--- src/rtl/ps2_vga_sprite_ctrl_if.sv ---
// Pin bundle between the sprite controller and the board.
// PS/2 lines come in; VGA colour, sync and key status go out.
interface ps2_vga_sprite_ctrl_if #(
    parameter int COLOR_BITS = 3
);
    logic                  ps2_clk;
    logic                  ps2_data;
    logic [COLOR_BITS-1:0] vga_r;
    logic [COLOR_BITS-1:0] vga_g;
    logic [COLOR_BITS-1:0] vga_b;
    logic                  vga_hs;
    logic                  vga_vs;
    logic [3:0]            key_state;
    logic                  frame_err;

    modport master (
        input  ps2_clk, ps2_data,
        output vga_r, vga_g, vga_b, vga_hs, vga_vs, key_state, frame_err
    );

    modport slave (
        output ps2_clk, ps2_data,
        input  vga_r, vga_g, vga_b, vga_hs, vga_vs, key_state, frame_err
    );
endinterface

--- src/rtl/ps2_vga_sprite_ctrl.sv ---
// VGA raster with one movable square sprite steered by PS/2 arrow keys.
// Single clock domain; the pixel rate is a clock-enable derived from CLK100MHz.
module ps2_vga_sprite_ctrl #(
    parameter int CLK_DIV     = 4,
    parameter int COLOR_BITS  = 3,
    parameter int H_PIXELS    = 640,
    parameter int H_FP        = 16,
    parameter int H_PULSE     = 96,
    parameter int H_BP        = 48,
    parameter bit H_POL       = 1'b0,
    parameter int V_PIXELS    = 480,
    parameter int V_FP        = 10,
    parameter int V_PULSE     = 2,
    parameter int V_BP        = 33,
    parameter bit V_POL       = 1'b1,
    parameter int SQ_SIZE     = 10,
    parameter int INIT_X      = 320,
    parameter int INIT_Y      = 240,
    parameter int STEP        = 1,
    parameter int WRAP_MODE   = 0,
    parameter int PS2_TIMEOUT = 20000
) (
    input  logic                  CLK100MHz,
    input  logic                  reset,
    ps2_vga_sprite_ctrl_if.master bus
);

    localparam int H_FRAME = H_PIXELS + H_FP + H_PULSE + H_BP;
    localparam int V_FRAME = V_PIXELS + V_FP + V_PULSE + V_BP;
    localparam int HW      = $clog2(H_FRAME);
    localparam int VW      = $clog2(V_FRAME);
    localparam int DW      = $clog2(CLK_DIV);
    localparam int TW      = $clog2(PS2_TIMEOUT);

    localparam logic [DW-1:0] DIV_LAST   = DW'(CLK_DIV - 1);
    localparam logic [HW-1:0] H_LAST     = HW'(H_FRAME - 1);
    localparam logic [HW-1:0] H_VIS      = HW'(H_PIXELS);
    localparam logic [HW-1:0] H_VIS_LAST = HW'(H_PIXELS - 1);
    localparam logic [HW-1:0] H_SYNC_S   = HW'(H_PIXELS + H_FP);
    localparam logic [HW-1:0] H_SYNC_E   = HW'(H_PIXELS + H_FP + H_PULSE - 1);
    localparam logic [VW-1:0] V_LAST     = VW'(V_FRAME - 1);
    localparam logic [VW-1:0] V_VIS      = VW'(V_PIXELS);
    localparam logic [VW-1:0] V_VIS_LAST = VW'(V_PIXELS - 1);
    localparam logic [VW-1:0] V_SYNC_S   = VW'(V_PIXELS + V_FP);
    localparam logic [VW-1:0] V_SYNC_E   = VW'(V_PIXELS + V_FP + V_PULSE - 1);
    localparam logic [TW-1:0] TO_LAST    = TW'(PS2_TIMEOUT - 1);

    // Distances and motion carry an extra sign bit (plus headroom for the step).
    localparam logic signed [HW:0]   SQ_H   = (HW+1)'(SQ_SIZE);
    localparam logic signed [VW:0]   SQ_V   = (VW+1)'(SQ_SIZE);
    localparam logic signed [HW+1:0] X_MIN  = (HW+2)'(SQ_SIZE);
    localparam logic signed [HW+1:0] X_MAX  = (HW+2)'(H_PIXELS - 1 - SQ_SIZE);
    localparam logic signed [HW+1:0] STEP_X = (HW+2)'(STEP);
    localparam logic signed [VW+1:0] Y_MIN  = (VW+2)'(SQ_SIZE);
    localparam logic signed [VW+1:0] Y_MAX  = (VW+2)'(V_PIXELS - 1 - SQ_SIZE);
    localparam logic signed [VW+1:0] STEP_Y = (VW+2)'(STEP);

    typedef enum logic [1:0] {StIdle, StExt, StExtBrk, StBrk} state_e;

    logic [DW-1:0]         r_div;
    logic                  w_pix_ce;
    logic [HW-1:0]         r_h_cnt;
    logic [VW-1:0]         r_v_cnt;
    logic [HW-1:0]         r_pos_x, w_pos_x_d;
    logic [VW-1:0]         r_pos_y, w_pos_y_d;
    logic signed [HW:0]    w_dx;
    logic signed [VW:0]    w_dy;
    logic signed [HW+1:0]  w_nx;
    logic signed [VW+1:0]  w_ny;
    logic                  w_visible, w_border, w_in_sq, w_hs_act, w_vs_act;
    logic [COLOR_BITS-1:0] r_r, r_g, r_b;
    logic                  r_hs, r_vs;

    logic [1:0]            r_c_sync, r_d_sync;
    logic                  r_c_prev;
    logic                  w_fall;
    logic [9:0]            r_shift;
    logic [10:0]           w_frame;
    logic                  w_frame_ok;
    logic [3:0]            r_bit_cnt;
    logic [TW-1:0]         r_to_cnt;
    logic                  r_rx_vld, r_frame_err;
    logic [7:0]            r_rx_byte;

    state_e                r_state, w_state_d;
    logic [3:0]            r_keys, w_keys_d, w_arrow;

    // Pixel clock-enable and raster counters
    assign w_pix_ce = (r_div == DIV_LAST);

    always_ff @(posedge CLK100MHz) begin
        if (reset) begin
            r_div   <= '0;
            r_h_cnt <= '0;
            r_v_cnt <= '0;
        end else begin
            r_div <= w_pix_ce ? '0 : r_div + 1'b1;
            if (w_pix_ce) begin
                if (r_h_cnt == H_LAST) begin
                    r_h_cnt <= '0;
                    r_v_cnt <= (r_v_cnt == V_LAST) ? '0 : r_v_cnt + 1'b1;
                end else begin
                    r_h_cnt <= r_h_cnt + 1'b1;
                end
            end
        end
    end

    assign w_visible = (r_h_cnt < H_VIS) && (r_v_cnt < V_VIS);
    assign w_border  = (r_h_cnt == '0) || (r_h_cnt == H_VIS_LAST) ||
                       (r_v_cnt == '0) || (r_v_cnt == V_VIS_LAST);
    assign w_dx      = $signed({1'b0, r_h_cnt}) - $signed({1'b0, r_pos_x});
    assign w_dy      = $signed({1'b0, r_v_cnt}) - $signed({1'b0, r_pos_y});
    assign w_in_sq   = (w_dx < SQ_H) && (w_dx > -SQ_H) && (w_dy < SQ_V) && (w_dy > -SQ_V);
    assign w_hs_act  = (r_h_cnt >= H_SYNC_S) && (r_h_cnt <= H_SYNC_E);
    assign w_vs_act  = (r_v_cnt >= V_SYNC_S) && (r_v_cnt <= V_SYNC_E);

    always_ff @(posedge CLK100MHz) begin
        if (reset) begin
            r_r  <= '0;
            r_g  <= '0;
            r_b  <= '0;
            r_hs <= ~H_POL;
            r_vs <= ~V_POL;
        end else if (w_pix_ce) begin
            r_hs <= w_hs_act ? H_POL : ~H_POL;
            r_vs <= w_vs_act ? V_POL : ~V_POL;
            r_r  <= (w_visible && w_border) ? '1 : '0;
            r_g  <= '0;
            r_b  <= (w_visible && !w_border && w_in_sq) ? '1 : '0;
        end
    end

    // Sprite motion, evaluated once per frame on the first blanking line
    always_comb begin
        w_nx = $signed({2'b00, r_pos_x});
        if (r_keys[0]) w_nx = w_nx + STEP_X;
        if (r_keys[1]) w_nx = w_nx - STEP_X;
        if (w_nx > X_MAX)      w_pos_x_d = (WRAP_MODE != 0) ? X_MIN[HW-1:0] : X_MAX[HW-1:0];
        else if (w_nx < X_MIN) w_pos_x_d = (WRAP_MODE != 0) ? X_MAX[HW-1:0] : X_MIN[HW-1:0];
        else                   w_pos_x_d = w_nx[HW-1:0];

        w_ny = $signed({2'b00, r_pos_y});
        if (r_keys[2]) w_ny = w_ny + STEP_Y;
        if (r_keys[3]) w_ny = w_ny - STEP_Y;
        if (w_ny > Y_MAX)      w_pos_y_d = (WRAP_MODE != 0) ? Y_MIN[VW-1:0] : Y_MAX[VW-1:0];
        else if (w_ny < Y_MIN) w_pos_y_d = (WRAP_MODE != 0) ? Y_MAX[VW-1:0] : Y_MIN[VW-1:0];
        else                   w_pos_y_d = w_ny[VW-1:0];
    end

    always_ff @(posedge CLK100MHz) begin
        if (reset) begin
            r_pos_x <= HW'(INIT_X);
            r_pos_y <= VW'(INIT_Y);
        end else if (w_pix_ce && (r_h_cnt == '0) && (r_v_cnt == V_VIS)) begin
            r_pos_x <= w_pos_x_d;
            r_pos_y <= w_pos_y_d;
        end
    end

    // PS/2 receiver: synchronise, sample data on falling clock edges
    assign w_fall     = r_c_prev & ~r_c_sync[1];
    assign w_frame    = {r_d_sync[1], r_shift};
    assign w_frame_ok = ~w_frame[0] & (^w_frame[9:1]) & w_frame[10];

    always_ff @(posedge CLK100MHz) begin
        if (reset) begin
            r_c_sync    <= 2'b11;
            r_d_sync    <= 2'b11;
            r_c_prev    <= 1'b1;
            r_shift     <= '0;
            r_bit_cnt   <= '0;
            r_to_cnt    <= '0;
            r_rx_vld    <= 1'b0;
            r_rx_byte   <= '0;
            r_frame_err <= 1'b0;
        end else begin
            r_c_sync    <= {r_c_sync[0], bus.ps2_clk};
            r_d_sync    <= {r_d_sync[0], bus.ps2_data};
            r_c_prev    <= r_c_sync[1];
            r_rx_vld    <= 1'b0;
            r_frame_err <= 1'b0;
            if (w_fall) begin
                r_to_cnt <= '0;
                if (r_bit_cnt == 4'd10) begin
                    r_bit_cnt   <= '0;
                    r_rx_vld    <= w_frame_ok;
                    r_rx_byte   <= w_frame[8:1];
                    r_frame_err <= ~w_frame_ok;
                end else begin
                    r_bit_cnt <= r_bit_cnt + 1'b1;
                    r_shift   <= {r_d_sync[1], r_shift[9:1]};
                end
            end else if (r_bit_cnt != '0) begin
                // A stalled partial frame is dropped without flagging an error
                if (r_to_cnt == TO_LAST) begin
                    r_bit_cnt <= '0;
                    r_to_cnt  <= '0;
                end else begin
                    r_to_cnt <= r_to_cnt + 1'b1;
                end
            end else begin
                r_to_cnt <= '0;
            end
        end
    end

    // Scan-code decoder
    always_comb begin
        case (r_rx_byte)
            8'h75:   w_arrow = 4'b1000;
            8'h72:   w_arrow = 4'b0100;
            8'h6B:   w_arrow = 4'b0010;
            8'h74:   w_arrow = 4'b0001;
            default: w_arrow = 4'b0000;
        endcase
    end

    always_comb begin
        w_state_d = r_state;
        w_keys_d  = r_keys;
        if (r_rx_vld) begin
            unique case (r_state)
                StIdle: begin
                    if (r_rx_byte == 8'hE0)      w_state_d = StExt;
                    else if (r_rx_byte == 8'hF0) w_state_d = StBrk;
                end
                StExt: begin
                    if (r_rx_byte == 8'hF0) begin
                        w_state_d = StExtBrk;
                    end else begin
                        w_state_d = StIdle;
                        w_keys_d  = r_keys | w_arrow;
                    end
                end
                StExtBrk: begin
                    w_state_d = StIdle;
                    w_keys_d  = r_keys & ~w_arrow;
                end
                StBrk: w_state_d = StIdle;
                default: w_state_d = StIdle;
            endcase
        end
    end

    always_ff @(posedge CLK100MHz) begin
        if (reset) begin
            r_state <= StIdle;
            r_keys  <= '0;
        end else begin
            r_state <= w_state_d;
            r_keys  <= w_keys_d;
        end
    end

    assign bus.vga_r     = r_r;
    assign bus.vga_g     = r_g;
    assign bus.vga_b     = r_b;
    assign bus.vga_hs    = r_hs;
    assign bus.vga_vs    = r_vs;
    assign bus.key_state = r_keys;
    assign bus.frame_err = r_frame_err;

endmodule

--- src/flat_wrapper.sv ---
// flat-port wrapper written by rule: the top's interface ports become plain ports
module ps2_vga_sprite_ctrl_flat 
#(
    parameter int CLK_DIV     = 4,
    parameter int COLOR_BITS  = 3,
    parameter int H_PIXELS    = 640,
    parameter int H_FP        = 16,
    parameter int H_PULSE     = 96,
    parameter int H_BP        = 48,
    parameter bit H_POL       = 1'b0,
    parameter int V_PIXELS    = 480,
    parameter int V_FP        = 10,
    parameter int V_PULSE     = 2,
    parameter int V_BP        = 33,
    parameter bit V_POL       = 1'b1,
    parameter int SQ_SIZE     = 10,
    parameter int INIT_X      = 320,
    parameter int INIT_Y      = 240,
    parameter int STEP        = 1,
    parameter int WRAP_MODE   = 0,
    parameter int PS2_TIMEOUT = 20000
)
  (CLK100MHz, reset, bus_ps2_clk, bus_ps2_data, bus_vga_r, bus_vga_g, bus_vga_b, bus_vga_hs, bus_vga_vs, bus_key_state, bus_frame_err);
  ps2_vga_sprite_ctrl_if #(.COLOR_BITS(COLOR_BITS)) bus_i ();
  input  logic CLK100MHz;
  input  logic reset;
  input wire logic [$bits(bus_i.ps2_clk)-1:0] bus_ps2_clk;
  input wire logic [$bits(bus_i.ps2_data)-1:0] bus_ps2_data;
  output wire logic [$bits(bus_i.vga_r)-1:0] bus_vga_r;
  output wire logic [$bits(bus_i.vga_g)-1:0] bus_vga_g;
  output wire logic [$bits(bus_i.vga_b)-1:0] bus_vga_b;
  output wire logic [$bits(bus_i.vga_hs)-1:0] bus_vga_hs;
  output wire logic [$bits(bus_i.vga_vs)-1:0] bus_vga_vs;
  output wire logic [$bits(bus_i.key_state)-1:0] bus_key_state;
  output wire logic [$bits(bus_i.frame_err)-1:0] bus_frame_err;
  assign bus_i.ps2_clk = bus_ps2_clk;
  assign bus_i.ps2_data = bus_ps2_data;
  assign bus_vga_r = bus_i.vga_r;
  assign bus_vga_g = bus_i.vga_g;
  assign bus_vga_b = bus_i.vga_b;
  assign bus_vga_hs = bus_i.vga_hs;
  assign bus_vga_vs = bus_i.vga_vs;
  assign bus_key_state = bus_i.key_state;
  assign bus_frame_err = bus_i.frame_err;
  ps2_vga_sprite_ctrl #(.CLK_DIV(CLK_DIV), .COLOR_BITS(COLOR_BITS), .H_PIXELS(H_PIXELS), .H_FP(H_FP), .H_PULSE(H_PULSE), .H_BP(H_BP), .H_POL(H_POL), .V_PIXELS(V_PIXELS), .V_FP(V_FP), .V_PULSE(V_PULSE), .V_BP(V_BP), .V_POL(V_POL), .SQ_SIZE(SQ_SIZE), .INIT_X(INIT_X), .INIT_Y(INIT_Y), .STEP(STEP), .WRAP_MODE(WRAP_MODE), .PS2_TIMEOUT(PS2_TIMEOUT)) u_core (.CLK100MHz(CLK100MHz), .reset(reset), .bus(bus_i));
endmodule
--- config.mk ---
export PLATFORM = sky130hd
export DESIGN_NAME = ps2_vga_sprite_ctrl_flat
export DESIGN_NICKNAME = d
export VERILOG_FILES = /design/src/rtl/ps2_vga_sprite_ctrl_if.sv /design/src/rtl/ps2_vga_sprite_ctrl.sv /design/src/flat_wrapper.sv
export SDC_FILE = /design/constraint.sdc
export NUM_CORES = 1
export LEC_CHECK = 0
export ABC_AREA = 1
export CAP_MARGIN = 5
export CORE_UTILIZATION = 50
export CTS_CLUSTER_SIZE = 25
export DETAILED_ROUTE_END_ITERATION = 8
export GPL_ROUTABILITY_DRIVEN = 0
export HOLD_SLACK_MARGIN = 0.05
export PLACE_DENSITY = 0.73
export REMOVE_ABC_BUFFERS = 1
export SLEW_MARGIN = 20
export SYNTH_ARGS = -nofsm -noshare
export SYNTH_HDL_FRONTEND = slang
export SYNTH_SLANG_ARGS = --single-unit
--- constraint.sdc ---
create_clock -name CLK100MHz -period 3.45 [get_ports CLK100MHz]
set_input_delay 0.69 -clock CLK100MHz [delete_from_list [all_inputs] [get_ports CLK100MHz]]
set_output_delay 0.69 -clock CLK100MHz [all_outputs]
set_load 0.005 [all_outputs]
==> flow_summary.ini, run 1 <==
[synth]
synth_warnings = 0
synthesis.area_um2 = 6857
ys_async_sr_fraction_pct = 0
synth_edf_count = 0
ys.flop_type = dfxtp_1
synth_area_leaders = dfxtp_1, nand2_1, inv_1, nor2_1, ha_1
syn_inst = 1049
syn_avg_cell_area_um2 = 6.536
yosysTopAreaCell = dfxtp_1
synth_cell_types = 55
synth_seq_area_share_pct = 28.03
synth_top_area_share_pct = 28.03
synth-seq-cells = 96
yosysMostFrequentCell = nand2_1
synth.top_cells.by_count = nand2_1, inv_1, nor2_1

[timing]
max-slew-margin-rel_pct = 57.67
fin_crit_sh_pct = 82.70
finalSetupViolCount = 0
tightest_slew_ps = 632.1
setup-tns-final_ps = 0
post-route-min-period_ps = 2853
fmax_ghz = 0.3505
maxSlewViolCount = 0
final.setup_skew_ps = 6.194
finalHoldViolations = 0
rsz0062_at_grt = false

[cts]
clockBufferDepth = 2
cts_setup_buffers = 0
cts_buffers = 9
cts_root_buf = clkbuf_16
cts_sinks = 96
cts_tree = done
path_clk_slew_ps = 70
post_cts_resized = 0
htreeDepth = 3
clock_latency_ps = 350
ctsHoldBuffers = 0

[setup_path]
cp-start-kind = flop
slowest_delay_ps = 480
crit_type = reg2reg
path_cells = ha_1 > nand3_2 > inv_1 > nand3_1 > xor2_1 > nand2_1 > o21ai_0 > nand2_1 > nor2_2 > nand2_1 > nand2_1 > nand2_2 > nand2_4 > nand2_2 > a21oi_1 > nor2_1
cp_common_cell = nand2_1
cp_slowest_cell = xor2_1
worst_ep_arrival_time_ps = 3090
cpLargestDelayFamily = simple AND/OR/NAND/NOR gates
required_ps = 3680
worst-path-max-fanout = 8
path_buf_inv = 1
cp-end-kind = flop

[floorplan]
start_util_pct = 51.57
dieWidth_um = 119.1
core_area_um2 = 13300
dieArea_um2 = 14190
die_y_um = 119.1
io_pins = 20
rows = 42

[route]
wl_um = 15930
dr.pass1.iters = 6
wl_per_cell_um = 12.86
drc = 0
drtIter0Drc = 638
vias = 6617
antenna_left = 0
vias_per_cell = 5.341

[cells_and_area]
fin_nets = 1098
drive_above_1_share_pct = 6.961
insertedDiodeCount = 0
area_delta_synth_final_pct = 8.631
fin_area_um2 = 7448

[placed_design]
io_buffer_count = 16
hpwl_um = 12130
postPlaceCellArea_um2 = 7146

[run_status]
status = complete, no violations

[min_path]
hold_class = reg2reg

[global_routing]
grt_max_degree = 38
antenna_found_initial = 0
grt_overflow = 0
grt_pass1_wl_um = 27220
grt_pass1_vias = 5944
track_usage_pct = 23.37

[pwr]
peakVddDrop_mv = 0.2233
power.leakage_nw = 3.305
p_per_area_nw_per_um2 = 301.6

[flow_run]
max-cap-violations = 0
final timing paths:
check,to,from,slack [ps],depth (start not counted)
worst min-delay path,u_core.r_d_sync[1],u_core.r_d_sync[0],410,1
worst min register to register,u_core.r_d_sync[1],u_core.r_d_sync[0],410,1
worst max-delay path,u_core.r_pos_x[9],u_core.r_pos_x[0],600,16
worst max register to register,u_core.r_pos_x[9],u_core.r_pos_x[0],600,16
per-layer routing:
layer  track usage, %  share of wire (%)
met4            6.725                1.2
met3            2.874                3.9
met5                0                  0
met1            32.55                 50
met2            37.68                 45
cell families (layout without fill, tap and decap cells):
family / after synthesis / after routing / share of synthesized area (%)
and+or+nand+nor: 551 / 551 / 37.55
buffers and inverters: 171 / 183 / 10.02
AOI/OAI and AO/OA: 157 / 157 / 12.61
DFF: 96 / 96 / 28.03
xor gates and xnor gates: 37 / 37 / 4.945
adders and majority gates: 36 / 36 / 6.788
other: 1 / 3 / 0.05469
worst reg2reg max path: stages, from the launching register on:
cell and delay [ps]:
dfxtp_1 460, ha_1 260, nand3_2 110, inv_1 100, nand3_1 130, xor2_1 480, nand2_1 170, o21ai_0 200
nand2_1 110, nor2_2 120, nand2_1 60, nand2_1 70, nand2_2 70, nand2_4 110, nand2_2 100, a21oi_1 150
nor2_1 60
state kept, by name, indices dropped and copies added (netlist names), 4 cells and up, named ones only:
| name | count |
|---|---|
| u_core.r_h_cnt | 10 |
| u_core.r_bit_cnt | 4 |
| u_core.r_pos_x | 10 |
| u_core.r_pos_y | 10 |
| u_core.r_v_cnt | 10 |
| u_core.r_shift | 10 |
| u_core.r_rx_byte | 8 |
| u_core.r_to_cnt | 15 |
layout by cell type, fill, tap and decap left out, types with 2 or more instances in the layout:
cell type / netlist / routed
o211ai_1: 3 / 3
a21oi_1: 65 / 65
a31oi_1: 5 / 5
nand2_4: 6 / 6
inv_6: 0 / 2
inv_1: 140 / 140
and3_1: 3 / 3
nand2_1: 210 / 210
o21ai_0: 58 / 58
nand3_2: 5 / 5
inv_2: 4 / 4
nand2_2: 14 / 14
o2111ai_1: 2 / 2
dfxtp_1: 96 / 96
nor2_1: 125 / 125
or2_2: 4 / 4
nor4_1: 10 / 10
nand4_1: 26 / 26
ha_1: 34 / 34
a21o_1: 2 / 2
buf_4: 8 / 4
o21bai_1: 3 / 3
nand3b_1: 7 / 7
o31ai_1: 4 / 4
a211oi_1: 2 / 2
clkinv_2: 0 / 2
xnor2_1: 15 / 15
o21ai_1: 5 / 5
nor2_4: 3 / 3
nand3_1: 71 / 71
clkinv_1: 3 / 3
fa_1: 2 / 2
nor2_2: 9 / 9
conb_1: 1 / 3
nor3_1: 42 / 42
clkbuf_16: 0 / 9
nor3b_1: 10 / 10
xor2_1: 20 / 20
clkdlybuf4s50_1: 0 / 16
stage by stage:
step | worst slack (ps) | hold slack [ps] | utilization, % | instances | total power [mW]
after detailed placement | 698.4 | 398.3 | 53.75 | 1223 | 1.249
after CTS | 668.7 | 418.6 | 56.02 | 1239 | 2.265
final | 596.7 | 412.1 | 56.02 | 1239 | 2.246
after floorplan | 1064 | 389.5 | - | 1027 | 1.215
after global placement | 721.5 | 393.8 | 53.75 | 1223 | 1.249
after global routing | 291.1 | 426.6 | 56.02 | 1239 | 2.331
final cells by class:
class | count | area [um^2]
Clock buffer | 9 | 225.2
Clock inverter | 7 | 77.57
Fill cell | 1310 | 5847
Inverter | 147 | 551.8
Multi-Input combinational cell | 784 | 4262
Sequential cell | 96 | 1922
Tap cell | 176 | 220.2
Timing Repair Buffer | 20 | 190.2
report_power, final:
group | switching, mW | internal (mW) | total (mW) | leakage, nW
logic | 0.0553 | 0.0367 | 0.0920 | 2.38
registers | 0.0109 | 1.12 | 1.13 | 0.776
clock network | 0.450 | 0.571 | 1.02 | 0.152
total | 0.517 | 1.73 | 2.25 | 3.30
(Power assumes the default switching activity.)
==> inputs of run 2 (changes only) <==
- clock period: 3.45 -> 2.9 ns (I/O delays scaled with it)
==> flow_summary.ini, run 2 (synthesis results as in run 1) <==
[timing]
maxSlewViolCount = 0
setup-tns-final_ps = 0
finalHoldViolations = 0
rsz0062_at_grt = false
fin_ws_ps = 229.1
post-route-min-period_ps = 2671
max-slew-margin-rel_pct = 54.95
finalSetupViolCount = 0
tightest_slew_ps = 669.6
fmax_ghz = 0.3744
fin_crit_sh_pct = 92.10
final.setup_skew_ps = 8.216
whs_ps = 411.7

[setup_path]
worst-path-max-fanout = 8
required_ps = 3140
worst_ep_arrival_time_ps = 2910
r2r_cells = 16
cp-end-kind = flop
cp-start-kind = flop
crit_type = reg2reg

[floorplan]
die_y_um = 119.1
start_util_pct = 51.57
core_area_um2 = 13300
dieWidth_um = 119.1
dieArea_um2 = 14190
io_pins = 20
rows = 42

[min_path]
hold_class = reg2reg
hold_path_depth = 1

[cells_and_area]
fill_cells = 1299
multiInputGateArea_um2 = 4283
mostFrequentLayoutCell = nand2_1
largest_register_ff_count = 15
area_delta_synth_final_pct = 9.124
seq_area_um2 = 1924
drive_above_1_share_pct = 7.598
insertedDiodeCount = 0
top_register = u_core.r_to_cnt
final_cell_mix = nand2_1, inv_1, nor2_1, dfxtp_1, nand3_1
fin_util_pct = 56.28
fin_nets = 1101

[cts]
htreeDepth = 3
clock_latency_ps = 350
path_clk_slew_ps = 70
cts_buffers = 9
clockBufferDepth = 2
cts_root_buf = clkbuf_16
cts_sinks = 96
cts_tree = done
ctsHoldBuffers = 0

[flow_run]
max-cap-violations = 0

[pwr]
peakVddDrop_mv = 0.3124
power.leakage_nw = 3.313
p_per_area_nw_per_um2 = 351.7
total_power_mw = 2.631

[global_routing]
grtUsageMet3_pct = 3.161
top_usage_layer = met2
grt_pass1_wl_um = 26680
grt_pass1_vias = 5757
grt_overflow = 0
met2_usage_pct = 36.23
grt_max_degree = 37
track_usage_pct = 23.01
grt_use_met1_pct = 32.44
antenna_found_initial = 0

[route]
drc = 0
dr.pass1.iters = 5
vias = 6692
vias_per_cell = 5.388
antenna_left = 0
drtIter0Drc = 554
wl_um = 15860
wl_per_cell_um = 12.77

[placed_design]
post-place-ws_ps = 139.4
io_buffer_count = 16
hpwl_um = 12320

[run_status]
status = complete, no violations
[run 2: stage by stage]
step                instances  instance area [um^2]
floorplan                1027                  6729
global placement         1226                  7168
detailed placement       1226                  7168
CTS                      1242                  7458
global route             1242                  7482
finish                   1242                  7482
[run 2: per-layer routing]
| layer | routed length [um] | vias to the layer above |
|---|---|---|
| li1 | - | 3470 |
| met1 | 7911 | 3006 |
| met2 | 6941 | 190 |
| met3 | 714 | 26 |
| met4 | 288 | 0 |
| met5 | 0 | - |
[run 2: what timing repair did]
item,in CTS,in global routing
endpoints found under the setup margin,0,19
resized for setup,0,5
buffers inserted,0,0
[run 2: path summary, 6_finish.rpt]
check | from | slack (ps) | to
worst min-delay path | u_core.r_d_sync[0] | 410 | u_core.r_d_sync[1]
worst max-delay path | u_core.r_pos_x[0] | 230 | u_core.r_pos_x[9]
worst max register to register | u_core.r_pos_x[0] | 230 | u_core.r_pos_x[9]
worst min register to register | u_core.r_d_sync[0] | 410 | u_core.r_d_sync[1]
[run 2: area by class of cell]
type / count / area share (%)
Clock buffer: 11 / 3.378
Clock inverter: 5 / 0.5017
Inverter: 147 / 7.375
Multi-Input combinational cell: 784 / 57.24
Sequential cell: 96 / 25.72
Tap cell: 176 / 2.943
Timing Repair Buffer: 23 / 2.843
[run 2: worst max-delay path: stages, from the launching register on]
cell,delay (ps)
dfxtp_1,460
ha_1,290
o21ai_2,190
ha_1,180
nand2_1,80
nor2_1,200
nand3_1,150
o21ai_0,180
nand2_1,110
nor2_2,120
nand2_1,60
nand2_1,70
nand2_2,60
nand2_4,110
nand2_2,80
a21oi_1,170
nor2_1,60
[run 2: power by group]
| group | total, mW | internal [mW] | switching [mW] |
|---|---|---|---|
| Clock | 1.17 | 0.634 | 0.540 |
| Sequential | 1.35 | 1.33 | 0.0135 |
| Combinational | 0.110 | 0.0440 | 0.0659 |
==> inputs of run 3 (changes only) <==
- TNS_END_PERCENT: not set -> 5
==> results of run 3 <==
Final layout, timing and power as in run 2 (identical DEF).
